===== src/rtl/prio_enc_arb.sv =====
// Registered priority encoder / arbiter.
// Latches requests, grants one eligible index per cycle over valid/ready.
module prio_enc_arb #(
  parameter int N = 8,
  parameter int RR = 0,
  localparam int W = $clog2(N)
) (
  input  logic         clk,
  input  logic         rst,
  input  logic [N-1:0] req,
  input  logic         mask_we,
  input  logic [N-1:0] mask_in,
  input  logic         out_ready,
  output logic         out_valid,
  output logic [W-1:0] out_idx,
  output logic [N-1:0] pend,
  output logic         idle
);

  logic [N-1:0] pending;
  logic [N-1:0] mask;
  logic [W-1:0] rr_ptr;
  logic [N-1:0] clr;
  logic [N-1:0] elig;
  logic [W-1:0] sel;
  logic         accept;
  logic         load;

  assign accept = out_valid & out_ready;
  assign load   = ~out_valid | accept;
  assign elig   = pending & mask & ~clr;
  assign pend   = pending;
  assign idle   = (pending == '0) & ~out_valid;

  // One-hot clear of the index being accepted this cycle
  always_comb begin
    clr = '0;
    for (int i = 0; i < N; i++) begin
      if (accept && (out_idx == W'(i))) begin
        clr[i] = 1'b1;
      end
    end
  end

  // Pick the winner: highest index, or nearest below rr_ptr with wrap
  always_comb begin : sel_logic
    int base;
    int d;
    int best;
    sel  = '0;
    base = 0;
    d    = 0;
    best = N;
    if (RR == 0) begin
      for (int i = 0; i < N; i++) begin
        if (elig[i]) begin
          sel = W'(i);
        end
      end
    end else begin
      base = (rr_ptr == '0) ? N - 1 : int'(rr_ptr) - 1;
      for (int i = 0; i < N; i++) begin
        d = base - i;
        if (d < 0) begin
          d = d + N;
        end
        if (elig[i] && (d < best)) begin
          best = d;
          sel  = W'(i);
        end
      end
    end
  end

  // Pending set/clear; a same-cycle request wins over the clear
  always_ff @(posedge clk or posedge rst) begin
    if (rst) begin
      pending <= '0;
    end else begin
      pending <= (pending & ~clr) | req;
    end
  end

  // Eligibility mask, all requests enabled out of reset
  always_ff @(posedge clk or posedge rst) begin
    if (rst) begin
      mask <= '1;
    end else if (mask_we) begin
      mask <= mask_in;
    end
  end

  // Round-robin pointer follows the last accepted index
  always_ff @(posedge clk or posedge rst) begin
    if (rst) begin
      rr_ptr <= '0;
    end else if (accept) begin
      rr_ptr <= out_idx;
    end
  end

  // Output register holds a presented grant until it is accepted
  always_ff @(posedge clk or posedge rst) begin
    if (rst) begin
      out_valid <= 1'b0;
      out_idx   <= '0;
    end else if (load) begin
      out_valid <= |elig;
      if (|elig) begin
        out_idx <= sel;
      end
    end
  end

endmodule


===== config.mk =====
export PLATFORM = sky130hd
export DESIGN_NAME = prio_enc_arb
export DESIGN_NICKNAME = d
export VERILOG_FILES = /design/src/rtl/prio_enc_arb.sv
export SDC_FILE = /design/constraint.sdc
export NUM_CORES = 1
export LEC_CHECK = 0
export ABC_CLOCK_PERIOD_IN_PS = 4660
export BUFFER_PORTS_ARGS = -buffer_cell sky130_fd_sc_hd__buf_2
export CORE_MARGIN = 2
export CORE_UTILIZATION = 52
export CTS_CLUSTER_DIAMETER = 100
export CTS_CLUSTER_SIZE = 14
export DETAILED_ROUTE_END_ITERATION = 8
export GPL_TIMING_DRIVEN = 0
export PLACE_DENSITY = 0.9
export SKIP_LAST_GASP = 1
export SYNTH_ARGS = -nofsm -noshare
export SYNTH_HDL_FRONTEND = slang
export SYNTH_SLANG_ARGS = --single-unit

===== constraint.sdc =====
create_clock -name clk -period 4.66 [get_ports clk]
set_clock_uncertainty 0.15 [all_clocks]
set_input_delay 1.398 -clock clk [delete_from_list [all_inputs] [get_ports clk]]
set_output_delay 1.398 -clock clk [all_outputs]
set_load 0.05 [all_outputs]

==> results of run 1 <==
area by class of cell:
type,count,area share
Sequential cell,20,0.421
Tap cell,25,0.0258
Clock buffer,4,0.0217
Multi-Input combinational cell,62,0.383
Buffer,3,0.0134
Inverter,2,0.00620
Timing Repair Buffer,31,0.128
power breakdown:
part	switching, mW	total, mW	internal [mW]
logic	0.126	0.190	0.0640
registers	0.0209	0.222	0.202
clock network	0.0524	0.0858	0.0334
total	0.199	0.498	0.299
logic make-up (layout without fill, tap and decap cells):
kind of cell           after synthesis  count (layout)
and+or+nand+nor                     28              28
buffers and inverters                5              40
DFF                                 20              20
muxes                               10              10
AOI/OAI and AO/OA                   24              24
per-layer routing:
metal,global-route usage,part of all wire,up-vias
met3,0.0340,0.040,2
met4,0.0595,0.0085,0
met2,0.368,0.51,18
met5,0,0,-
li1,-,-,391
met1,0.254,0.44,385
flip-flops by register name, indices dropped and copies added, names as in the netlist:
register / flops
mask: 8
pend: 8
out_idx: 3
out_valid: 1
cell usage in the layout (no fill, tap or decap), types with 2 or more instances in the layout:
master | Yosys | layout
buf_2 | 1 | 32
a31o_2 | 2 | 2
and2b_1 | 2 | 2
a31oi_1 | 2 | 2
nor4_1 | 2 | 2
a21o_1 | 8 | 8
dfrtp_1 | 12 | 12
a21oi_1 | 5 | 5
nor2_1 | 2 | 2
a31oi_2 | 4 | 4
mux2_1 | 2 | 2
dfstp_2 | 8 | 8
nand2_1 | 12 | 12
inv_1 | 2 | 2
clkbuf_1 | 1 | 2
o31ai_1 | 2 | 2
mux2_2 | 8 | 8
nand3_1 | 4 | 4
and3b_2 | 2 | 2
clkbuf_4 | 1 | 4
Yosys cell counts, drive strengths merged:
cell | count | area share
o22ai | 1 | 0.0063
mux2 | 10 | 0.11
and3 | 1 | 0.0075
nor3b | 1 | 0.0075
a31o | 2 | 0.018
a31oi | 6 | 0.063
nand4b | 1 | 0.0088
o31ai | 2 | 0.015
nor2 | 2 | 0.0075
nand3 | 4 | 0.020
a21o | 8 | 0.060
nor4 | 3 | 0.034
inv | 2 | 0.0075
dfstp | 8 | 0.21
and2b | 2 | 0.015
a21oi | 5 | 0.025
dfrtp | 12 | 0.30
nand2 | 12 | 0.045
and3b | 2 | 0.020
clkbuf | 2 | 0.011
buf | 1 | 0.0050
worst max-delay path by stage:
| stage | endpoint | slack (ps) | startpoint | cells past startpoint |
|---|---|---|---|---|
| final | idle | 1520 | pend[5] | 4 |
| after global routing | idle | 1410 | pend[5] | 4 |
| after CTS | idle | 1510 | pend[5] | 4 |
| after detailed placement | out_idx[0] | 1600 | out_ready | 6 |
| after global placement | out_idx[0] | 1630 | out_ready | 6 |
| after floorplan | idle | 700 | pend[5] | 3 |
worst max-delay path, delay by kind of cell (launching register included):
family,cells,cell delay (ps)
flip-flops,1,430
buffers and inverters,1,310
AND/OR/NAND/NOR,3,550
==> run summary, run 1 <==
Seq/Total Area, Yosys: 0.511
CTS Sinks: 20
crit-path max FO: 4
Num CTS Buffers: 3
Mapped Cells: 87
total chip power: 498 uW
Die Ht: 47.8 um
final cell count without fillers: 147
Filler Cell Count: 160
critical path, cell by cell: nor4_1 -> nand2_1 -> nor4_1 -> buf_2
First-pass DRT Iterations: 4
Post-CTS Hold Buffers: 0
Post-Syn Nets: 107
dpl cells: 143
final HPWL from detailed placement: 1590 um
fin crit period: 3140 ps
Critical Path Sink Type: primary output
post-synthesis mux area share: 0.113
global-route usage over all layers: 0.206
clk root buf: clkbuf_4
num rows: 15
Vias: 796
port bufs: 31
Initial Util: 0.566
post-layout util: 0.687
Mapped Area: 998 sq um
DRT Wirelength: 2010 um
worst-margin pin slew: 727 ps
crit path DAT: 1590 ps
Longest Clk Path Bufs: 2
die width: 47.8 um
CP max stage cell: dfrtp_1
Place WS: 1600 ps
Worst R2R Setup Slack: 2650 ps
Post-Synth Simple-Gate Area: 0.165
Core ar.: 0.00176 sq mm
FF/Latch Area: 510 sq um
FMAX: 318 MHz
Synth Register Bits: 20
Worst Path Required: 3110 ps
worst skew pair latency: 300 ps
hold endpoint: pend[4]
RR Endpoint: out_idx[0]
Startpoint Class: flip-flop
# setup viols final: 0
final worst-path cycle share: 0.674
die area: 0.00229 sq mm
fin nets: 143
average wire per standard cell: 13.7 um
GP Congestion: 0.804
Fin Hold WS: 387 ps
WHS Path Cells: 1
RSZ-0062 raised after global routing: false
Min-Delay Path Class: flip-flop to flip-flop
outcome: completed
WS Path Type: flip-flop to primary output
main combinational cell family by area after synthesis: compound AO/OA/AOI/OAI gates
layout cells sized above 1: 0.508
Max-cap violations: 0
final worst slack: 1520 ps
TNS Setup: 0 ps
cell mode on critical path: nor4_1
synth-to-layout area growth: 21.3%
worst-case reg-to-reg path depth: 5
Slew Viols, Final: 0
area post-placement: 0.00118 sq mm
Post-CTS Resized: 0
yosys warns: 0
Synth Area in Compound Gates: 0.187
antenna fix cells: 0
first-pass GRT wire length: 3280 um
global route overflow: 0
design area: 0.00121 sq mm
drt drc: 0
number of global-route vias before repair: 775
H-tree depth: 1
pin count of the biggest net entering global routing: 21
PwrDens: 411 mW/mm^2
hold path startpoint: pend[4]
Adder-Cell Fraction of Synth Area: 0
origin of the critical flop-to-flop path: out_idx[0]
Final Hold Fails: 0
CTS tree: yes
Worst-path clk slew: 110 ps
antenna violations before repair: 0
XOR/XNOR Fraction of Synth Area: 0
area of the multi-input gates: 464 sq um
Max stage delay on crit path: 430 ps
Unique masters post-synth: 25
P_leak: 0.496 nW
Top Ports: 33
Worst IR Drop VDD: 0.000261 V
postcts setup bufs: 0
starting DRC count in detailed routing: 16
post-route ant nets: 0
Rel. slew slack: 0.515
Syn Area/Cell: 11.5 sq um
average vias per placed instance: 5.41
(Power assumes the default switching activity.)
==> inputs of run 2 (changes only) <==
--- a/config.mk
+++ b/config.mk
@@ -5,15 +5,15 @@
 export SDC_FILE = /design/constraint.sdc
 export NUM_CORES = 1
 export LEC_CHECK = 0
-export ABC_CLOCK_PERIOD_IN_PS = 4660
+export ABC_CLOCK_PERIOD_IN_PS = 3140
 export BUFFER_PORTS_ARGS = -buffer_cell sky130_fd_sc_hd__buf_2
 export CORE_MARGIN = 2
-export CORE_UTILIZATION = 52
+export CORE_UTILIZATION = 48
 export CTS_CLUSTER_DIAMETER = 100
 export CTS_CLUSTER_SIZE = 14
 export DETAILED_ROUTE_END_ITERATION = 8
 export GPL_TIMING_DRIVEN = 0
-export PLACE_DENSITY = 0.9
+export PLACE_DENSITY = 0.84
 export SKIP_LAST_GASP = 1
 export SYNTH_ARGS = -nofsm -noshare
 export SYNTH_HDL_FRONTEND = slang
==> constraint.sdc (replaced) <==
create_clock -name clk -period 3.14 [get_ports clk]
set_clock_uncertainty 0.15 [all_clocks]
set_input_delay 0.942 -clock clk [delete_from_list [all_inputs] [get_ports clk]]
set_output_delay 0.942 -clock clk [all_outputs]
set_load 0.05 [all_outputs]
==> run summary, run 2 (synthesis results as in run 1) <==
final worst-path cycle share: 0.840
Max-cap violations: 0 (unchanged)
first-pass GRT wire length: 3780 um (+15%)
CP max stage cell: dfrtp_1
most frequent cells in the layout: buf_2, nand2_1, dfrtp_1
postcts setup bufs: 0 (unchanged)
Post-CTS Resized: 0 (unchanged)
WS Path Type: flip-flop to primary output
drt drc: 0 (unchanged)
DRT Wirelength: 2240 um (+12%)
FMAX: 379 MHz
# setup viols final: 0 (unchanged)
Int Pwr: 444 uW (+48%)
TNS Setup: 0 ps (unchanged)
port bufs: 31 (unchanged)
most common cell after layout, fill and taps aside: buf_2
global-route usage over all layers: 0.204 (-0.00166)
Critical Path Sink Type: primary output
Max stage delay on crit path: 420 ps (about the same)
Initial Util: 0.509 (-0.0570)
Worst IR Drop VDD: 0.000352 V (+35%)
average wire per standard cell: 15.1 um (+10%)
die area: 0.00246 sq mm (+7.6%)
Top Ports: 33 (unchanged)
Longest Clk Path Bufs: 2 (unchanged)
fin crit period: 2640 ps
Vias: 849 (+6.7%)
layout cells sized above 1: 0.516 (+0.00820)
starting DRC count in detailed routing: 44 (+28)
RSZ-0062 raised after global routing: false
clk root buf: clkbuf_4
sw frac: 0.405 (+0.00492)
worst-margin pin slew: 745 ps (+18.2 ps)
Reg power frac: 0.444 (-0.003)
antenna violations before repair: 0 (unchanged)
average vias per placed instance: 5.70 (+5.2%)
Min-Delay Path Class: flip-flop to flip-flop
Final Hold Fails: 0 (unchanged)
outcome: completed
critical path, cell by cell: nor4_1 -> nand2_1 -> nor4_2 -> buf_2
num rows: 16 (+1)
CTS tree: yes
final HPWL from detailed placement: 1700 um (+7.3%)
Core ar.: 0.00196 sq mm (+11%)
die width: 49.6 um (+3.7%)
Filler Cell Count: 180 (+13%)
synth-to-layout area growth: 22.2%
global route overflow: 0 (unchanged)
crit-path max FO: 4 (unchanged)
WP buf/inv: 1 (unchanged)
PwrDens: 611 mW/mm^2 (+49%)
Rel. slew slack: 0.503 (-0.0121)
GP Congestion: 0.800 (-0.55%)
Post-CTS Hold Buffers: 0 (unchanged)
cell family with the largest share of critical-path delay: simple AND/OR/NAND/NOR gates
First-pass DRT Iterations: 4 (unchanged)
worst skew pair latency: 300 ps (about the same)
Worst Path Required: 2050 ps (-1060 ps)
Die Ht: 49.6 um (+3.7%)
Worst-path clk slew: 100 ps (about the same)
Clock power frac: 0.168 (-0.004)
post-layout util: 0.622 (-0.0647)
post-route ant nets: 0 (unchanged)
crit path DAT: 1540 ps (-50 ps)
fin nets: 143 (unchanged)
number of global-route vias before repair: 823 (+6.2%)
pin count of the biggest net entering global routing: 21 (unchanged)
P_leak: 0.496 nW (about the same)
Num CTS Buffers: 3 (unchanged)
antenna fix cells: 0 (unchanged)
Comb power frac: 0.388 (+0.007)
net switching power figure: 302 uW (+52%)
H-tree depth: 1 (unchanged)
Startpoint Class: flip-flop
CTS Sinks: 20 (unchanged)
Slew Viols, Final: 0 (unchanged)
## run 2: cell counts in the layout (fill, tap and decap cells not counted)
Identical to the previous run, type by type.
## run 2: worst register-to-register path: cells and delay by family (launching register included)
family | cells | cell delay [ps]
AND/OR/NAND/NOR | 2 | 520
multiplexers | 1 | 340
AO/OA/AOI/OAI | 2 | 530
flip-flops | 1 | 440
## run 2: layer usage
layer | vias to the layer above | part of all wire | GRT usage
met4 | 0 | 0.026 | 0.111
met3 | 9 | 0.062 | 0.0394
li1 | 393 | - | -
met2 | 43 | 0.48 | 0.336
met1 | 404 | 0.43 | 0.251
met5 | - | 0 | 0
## run 2: area by class of cell
cell class | count | area (sq um) | share of cell area
Timing Repair Buffer | 31 | 155 | 0.127
Inverter | 2 | 7.51 | 0.00615
Clock buffer | 4 | 26.3 | 0.0215
Sequential cell | 20 | 510 | 0.418
Tap cell | 27 | 33.8 | 0.0277
Buffer | 3 | 16.3 | 0.0133
Multi-Input combinational cell | 62 | 470 | 0.386
## run 2: worst paths after layout
path | from | to | slack, ps | cells past startpoint
worst max-delay path | pend[5] | idle | 500 | 4
worst min-delay path | pend[5] | pend[5] | 390 | 1
worst max register to register | out_idx[2] | out_idx[1] | 1050 | 5
worst min register to register | pend[5] | pend[5] | 390 | 1
max in group asynchronous | rst | pend[0] | 1770 | 2
min in group asynchronous | rst | pend[2] | 600 | 2
## run 2: power by group through the flow
| stage | Sequential, mW | Combinational (mW) | Clock, mW |
|---|---|---|---|
| after floorplan | 0.414 | 0.137 | 0 |
| after global placement | 0.332 | 0.281 | 0 |
| after detailed placement | 0.335 | 0.285 | 0 |
| after CTS | 0.331 | 0.288 | 0.129 |
| after global routing | 0.337 | 0.307 | 0.146 |
| final | 0.331 | 0.289 | 0.125 |
## run 2: per-stage QoR
stage | area (sq um) | hold WS [ps] | setup slack (ps) | power (mW) | cells
floorplan | 1000 | 452 | 218 | 0.550 | 87
global placement | 1190 | 359 | 541 | 0.613 | 145
detailed placement | 1190 | 368 | 501 | 0.621 | 145
CTS | 1220 | 394 | 480 | 0.747 | 149
global route | 1220 | 418 | 365 | 0.791 | 149
finish | 1220 | 393 | 503 | 0.745 | 149
